[src/rtl/rv_mem_xlate.sv]
// rv_mem_xlate: single-outstanding core-to-memory bridge with address translation.
// Core byte addresses are rebased by one of two offsets, split at ADDRESS_GATE,
// and truncated to a MEM_LEN-bit memory address.
// Optional feature macro: RV_MEM_RANGE_CHECK_EN. When defined, a translation that
// borrows or overflows MEM_LEN bits is answered with an error response and never
// reaches memory. When undefined, the result is silently truncated and err_o stays 0.
module rv_mem_xlate #(
    parameter int unsigned XLEN           = 32,
    parameter int unsigned MEM_LEN        = 20,
    parameter logic [XLEN-1:0] ADDRESS_GATE   = 32'h000F_FFFF,
    parameter logic [XLEN-1:0] ADDRESS_DEC_LT = 32'h0001_0094,
    parameter logic [XLEN-1:0] ADDRESS_DEC_GE = 32'h7FEF_FDB0
) (
    input  logic               clk_i,
    input  logic               rst_i,
    input  logic               req_i,
    input  logic               we_i,
    input  logic [3:0]         be_i,
    input  logic [XLEN-1:0]    addr_i,
    input  logic [XLEN-1:0]    wdata_i,
    output logic               gnt_o,
    output logic               rvalid_o,
    output logic [XLEN-1:0]    rdata_o,
    output logic               err_o,
    output logic               mem_req_o,
    output logic               mem_we_o,
    output logic [3:0]         mem_be_o,
    output logic [MEM_LEN-1:0] mem_addr_o,
    output logic [XLEN-1:0]    mem_wdata_o,
    input  logic               mem_gnt_i,
    input  logic               mem_rvalid_i,
    input  logic [XLEN-1:0]    mem_rdata_i
);

    localparam int unsigned BE_W = 4;

    typedef enum logic [1:0] {
        IDLE     = 2'd0,
        ISSUE    = 2'd1,
        WAIT_RSP = 2'd2,
        ERR_RSP  = 2'd3
    } state_t;

    state_t              state;
    state_t              state_n;
    logic                accept;
    logic [XLEN-1:0]     dec_sel;
    logic [MEM_LEN-1:0]  xaddr;
    logic                range_err;

    logic                mem_req_n;
    logic                mem_we_n;
    logic [BE_W-1:0]     mem_be_n;
    logic [MEM_LEN-1:0]  mem_addr_n;
    logic [XLEN-1:0]     mem_wdata_n;
    logic                rvalid_n;
    logic                err_n;
    logic [XLEN-1:0]     rdata_n;

    // Pick the rebasing offset for the region the address falls in.
    assign dec_sel = (addr_i < ADDRESS_GATE) ? ADDRESS_DEC_LT : ADDRESS_DEC_GE;

`ifdef RV_MEM_RANGE_CHECK_EN
    logic [XLEN:0] diff;

    // Extra top bit captures the borrow of the modulo subtraction.
    assign diff      = {1'b0, addr_i} - {1'b0, dec_sel};
    assign xaddr     = diff[MEM_LEN-1:0];
    assign range_err = diff[XLEN] | (|diff[XLEN-1:MEM_LEN]);
`else
    // Unchecked translation: keep only the memory-address bits.
    assign xaddr     = MEM_LEN'(addr_i - dec_sel);
    assign range_err = 1'b0;
`endif

    // Grant is combinational so the core sees acceptance in the request cycle.
    assign gnt_o  = req_i && (state == IDLE) && !rst_i;
    assign accept = gnt_o;

    // Next-state and next-output decode.
    always_comb begin
        state_n     = state;
        mem_req_n   = mem_req_o;
        mem_we_n    = mem_we_o;
        mem_be_n    = mem_be_o;
        mem_addr_n  = mem_addr_o;
        mem_wdata_n = mem_wdata_o;
        rvalid_n    = 1'b0;
        err_n       = 1'b0;
        rdata_n     = rdata_o;
        unique case (state)
            IDLE: begin
                if (accept) begin
                    mem_we_n    = we_i;
                    mem_be_n    = be_i;
                    mem_addr_n  = xaddr;
                    mem_wdata_n = wdata_i;
                    if (range_err) begin
                        state_n = ERR_RSP;
                    end else begin
                        state_n   = ISSUE;
                        mem_req_n = 1'b1;
                    end
                end
            end
            ISSUE: begin
                if (mem_gnt_i) begin
                    mem_req_n = 1'b0;
                    state_n   = WAIT_RSP;
                end
            end
            WAIT_RSP: begin
                if (mem_rvalid_i) begin
                    rdata_n  = mem_rdata_i;
                    rvalid_n = 1'b1;
                    state_n  = IDLE;
                end
            end
            ERR_RSP: begin
                rvalid_n = 1'b1;
                err_n    = 1'b1;
                rdata_n  = '0;
                state_n  = IDLE;
            end
            default: state_n = IDLE;
        endcase
    end

    // State register.
    always_ff @(posedge clk_i) begin
        if (rst_i) begin
            state <= IDLE;
        end else begin
            state <= state_n;
        end
    end

    // Registered outputs; reset drops any in-flight transaction silently.
    always_ff @(posedge clk_i) begin
        if (rst_i) begin
            mem_req_o   <= 1'b0;
            mem_we_o    <= 1'b0;
            mem_be_o    <= '0;
            mem_addr_o  <= '0;
            mem_wdata_o <= '0;
            rvalid_o    <= 1'b0;
            err_o       <= 1'b0;
            rdata_o     <= '0;
        end else begin
            mem_req_o   <= mem_req_n;
            mem_we_o    <= mem_we_n;
            mem_be_o    <= mem_be_n;
            mem_addr_o  <= mem_addr_n;
            mem_wdata_o <= mem_wdata_n;
            rvalid_o    <= rvalid_n;
            err_o       <= err_n;
            rdata_o     <= rdata_n;
        end
    end

endmodule

[config.mk]
export PLATFORM = sky130hd
export DESIGN_NAME = rv_mem_xlate
export DESIGN_NICKNAME = d
export VERILOG_FILES = /design/src/rtl/rv_mem_xlate.sv
export SDC_FILE = /design/constraint.sdc
export NUM_CORES = 1
export LEC_CHECK = 0
export ABC_AREA = 1
export BUFFER_PORTS_ARGS = -buffer_cell sky130_fd_sc_hd__buf_4
export CAP_MARGIN = 20
export CORE_UTILIZATION = 47
export DETAILED_ROUTE_END_ITERATION = 8
export PLACE_DENSITY = 0.86
export SKIP_LAST_GASP = 1
export SLEW_MARGIN = 5
export SYNTH_ARGS = -nofsm -noshare
export SYNTH_HDL_FRONTEND = slang
export SYNTH_SLANG_ARGS = --single-unit
export TNS_END_PERCENT = 10
[constraint.sdc]
create_clock -name clk_i -period 3.2 [get_ports clk_i]
set_input_delay 0.64 -clock clk_i [delete_from_list [all_inputs] [get_ports clk_i]]
set_output_delay 0.64 -clock clk_i [all_outputs]
set_load 0.01 [all_outputs]
==> impl_metrics.toml <==
[status]
status = "finished clean"

[routing]
drtIter0Drc = 213
wl_per_cell_um = 13.9
drt-vias-per-instance = 5.13
vias = 4544
routed_wl_mm = 12.3
final_antenna_net_count = 0
first_pass_iters = 5
drc_errors = 0

[timing]
relSlewSlack_pct = 50.2
clock_skew_ns = 0.0102
tns_ns = 0
max_freq_mhz = 376
finalSetupViolations = 0
finalCriticalPeriod_ns = 2.66
hold_ws_ns = 0.471
report.final.slew_viol_count = 0
rsz0062_at_grt = "false"
period_share_pct = 83.0
worst_pin_slew_ns = 0.746
setup_ws_ns = 0.543
finalHoldViolations = 0

[clocking]
post_cts_resized = 0
cts.sink_count = 94
post_cts_buffers = 0
cts_inserted_buffers = 9
cts_buffer_depth = 2
clkLatencyLatePin_ns = 0.36
ctsHtreeMaxLevel = 3
tritoncts = "built"
clkTransAtPathRegs_ns = 0.10
cts_hold_buf = 0
root_buffer = "clkbuf_8"

[placement]
io_buffers = 198
place_congestion = 0.869
hpwl_mm = 9.32
pre_cts_ws_ns = 0.192
place_area_sq_um = 5740

[critical_path]
crit_path_max_fanout = 11
endpoint_kind = "flip-flop"
path_buf_inv = 4
reg2reg_from = "state[0]"
arrival_ns = 2.90
slowest_delay_ns = 0.32
critical_path.cell_chain = "buf_4 -> inv_1 -> nand2_1 -> nor2_1 -> nand2_1 -> nor2_1 -> nand2_1 -> inv_1 -> ha_1 -> ha_1 -> inv_1 -> nand3_1 -> nand2_1 -> nand2_1 -> nand2_2 -> a21oi_1 -> xor2_1 -> o21ai_1"
timing.rr.end = "mem_wdata_o[25]"
r2r_cells = 5
cp_slowest_cell = "ha_1"
cp_common_cell = "nand2_1"
ff2ff_setup_slack_ns = 1.36
cpLargestDelayFamily = "simple AND/OR/NAND/NOR gates"
start_kind = "input port"
path_class = "in -> reg"
cp.required_ns = 3.44

[synth]
syn_nets = 704
ys_types = 35
synth-edff-count = 0
ys_ff_latch = 94
syn_area_per_cell_sq_um = 7.20
ys_async_sr_fraction_pct = 0
synth_cells = 586
ys_warn_count = 0
synth_flop_cell = "dfxtp_1"
ys_seq_area_share_pct = 44.6
synthesis.area_sq_um = 4220

[final_layout]
drive_above_1_share_pct = 30.5
postLayoutCellArea_sq_um = 5950
nNetsFinal = 891
final_common_cell = "buf_4"
areaGrowthSynthToFinish_pct = 40.9
most-common-layout-cells = "buf_4, nand2_1, dfxtp_1"
antenna_cells = 0

[floorplan]
fp.dieW_um = 96.8
dieArea_sq_um = 9360
rows = 34
io_pins = 199
coreArea_sq_um = 8720
die_h_um = 96.8
initial_core_util_pct = 48.4

[hold_path]
hold_end = "state[0]"
min_path_type = "in -> reg"
hp-start = "mem_gnt_i"
holdPathStages = 2

[job]
maxCapViolCount = 0

[power_and_ir_drop]
p_per_area_nw_per_um2 = 434
peakVddDrop_mv = 0.242
fin_total_pwr_w = 0.00258
leakage_nw = 2.87

[grt]
grt-ovfl-total = 0
grt_max_degree = 63
grt_pass1_wl_mm = 20.3
grt_pass1_vias = 4329
grt_usage_pct = 26.5
antenna_found_initial = 0
-- worst register-to-register path, stage by stage (launching register included) --
cell and delay (ns):
dfxtp_1 0.36, inv_1 0.16, nand3_4 0.26, inv_2 0.65
nand2_1 0.18, a21oi_1 0.16
-- area by class of cell --
type                    count  area (sq um)
clock buffers              10           128
clock inverters             6          75.1
fillers                   741          2780
inverters                  41           154
multi-input cells         424          2050
flip-flops and latches     94          1880
well taps                 108           135
repair buffers            203          1520
-- kinds of logic (layout without fill, tap and decap cells) --
group | Yosys count | after routing | share of synthesized area [%]
and+or+nand+nor | 295 | 295 | 29.6
DFF | 94 | 94 | 44.6
adders and majority gates | 12 | 12 | 3.56
buffers and inverters | 68 | 260 | 6.97
xor gates and xnor gates | 8 | 8 | 1.66
AOI/OAI and AO/OA | 109 | 109 | 13.6
-- where the power goes --
part | internal (W) | total, W | switching, W | leakage [nW]
sequential | 0.00124 | 0.00128 | 0.0000372 | 0.769
combinational | 0.000232 | 0.000484 | 0.000252 | 2.01
clock | 0.000375 | 0.000820 | 0.000445 | 0.0994
-- sequential cells by signal (all words and copies together) (netlist names) --
register / cells
rvalid_o: 1
state: 2
mem_addr_o: 20
mem_we_o: 1
mem_wdata_o: 32
rdata_o: 32
mem_req_o: 1
err_o: 1
mem_be_o: 4
-- Yosys cell counts, types with 3 or more instances --
cell type  number  area share [%]
nand2_1       200              18
dfxtp_1        94              45
a21oi_1        76             9.0
nor2_1         44             3.9
inv_1          37             3.3
nand3_1        31             3.7
o21ai_0        14             1.7
buf_2          13             1.5
ha_1           12             3.6
o21ai_1         9             1.1
clkbuf_1        7            0.62
xor2_1          7             1.5
nand4_1         5            0.74
inv_2           4            0.36
buf_1           3            0.27
nor3_2          3            0.71
-- worst max path at each step --
stage               start             end  depth (start not counted)
2_1_floorplan  addr_i[25]  mem_addr_o[12]                         16
3_3_place_gp   addr_i[25]  mem_addr_o[14]                         18
3_5_place_dp   addr_i[28]  mem_addr_o[14]                         18
4_1_cts        addr_i[28]  mem_addr_o[14]                         18
5_1_grt        addr_i[28]  mem_addr_o[12]                         17
6_report       addr_i[29]  mem_addr_o[14]                         18
-- metal layers --
layer | vias up | share of wire [%] | track usage [%]
met5 | - | 0 | 0
met4 | 0 | 2.8 | 12.3
met3 | 32 | 6.3 | 5.85
met2 | 161 | 49 | 45.0
met1 | 2094 | 42 | 31.7
li1 | 2257 | - | -
-- stage by stage --
| step | util [%] | instances |
|---|---|---|
| detailed placement | 65.9 | 870 |
| global route | 68.2 | 886 |
| floorplan | - | 586 |
| CTS | 68.2 | 886 |
| global placement | 65.9 | 870 |
| finish | 68.2 | 886 |
Note: power is estimated with default switching activity, not from simulation.
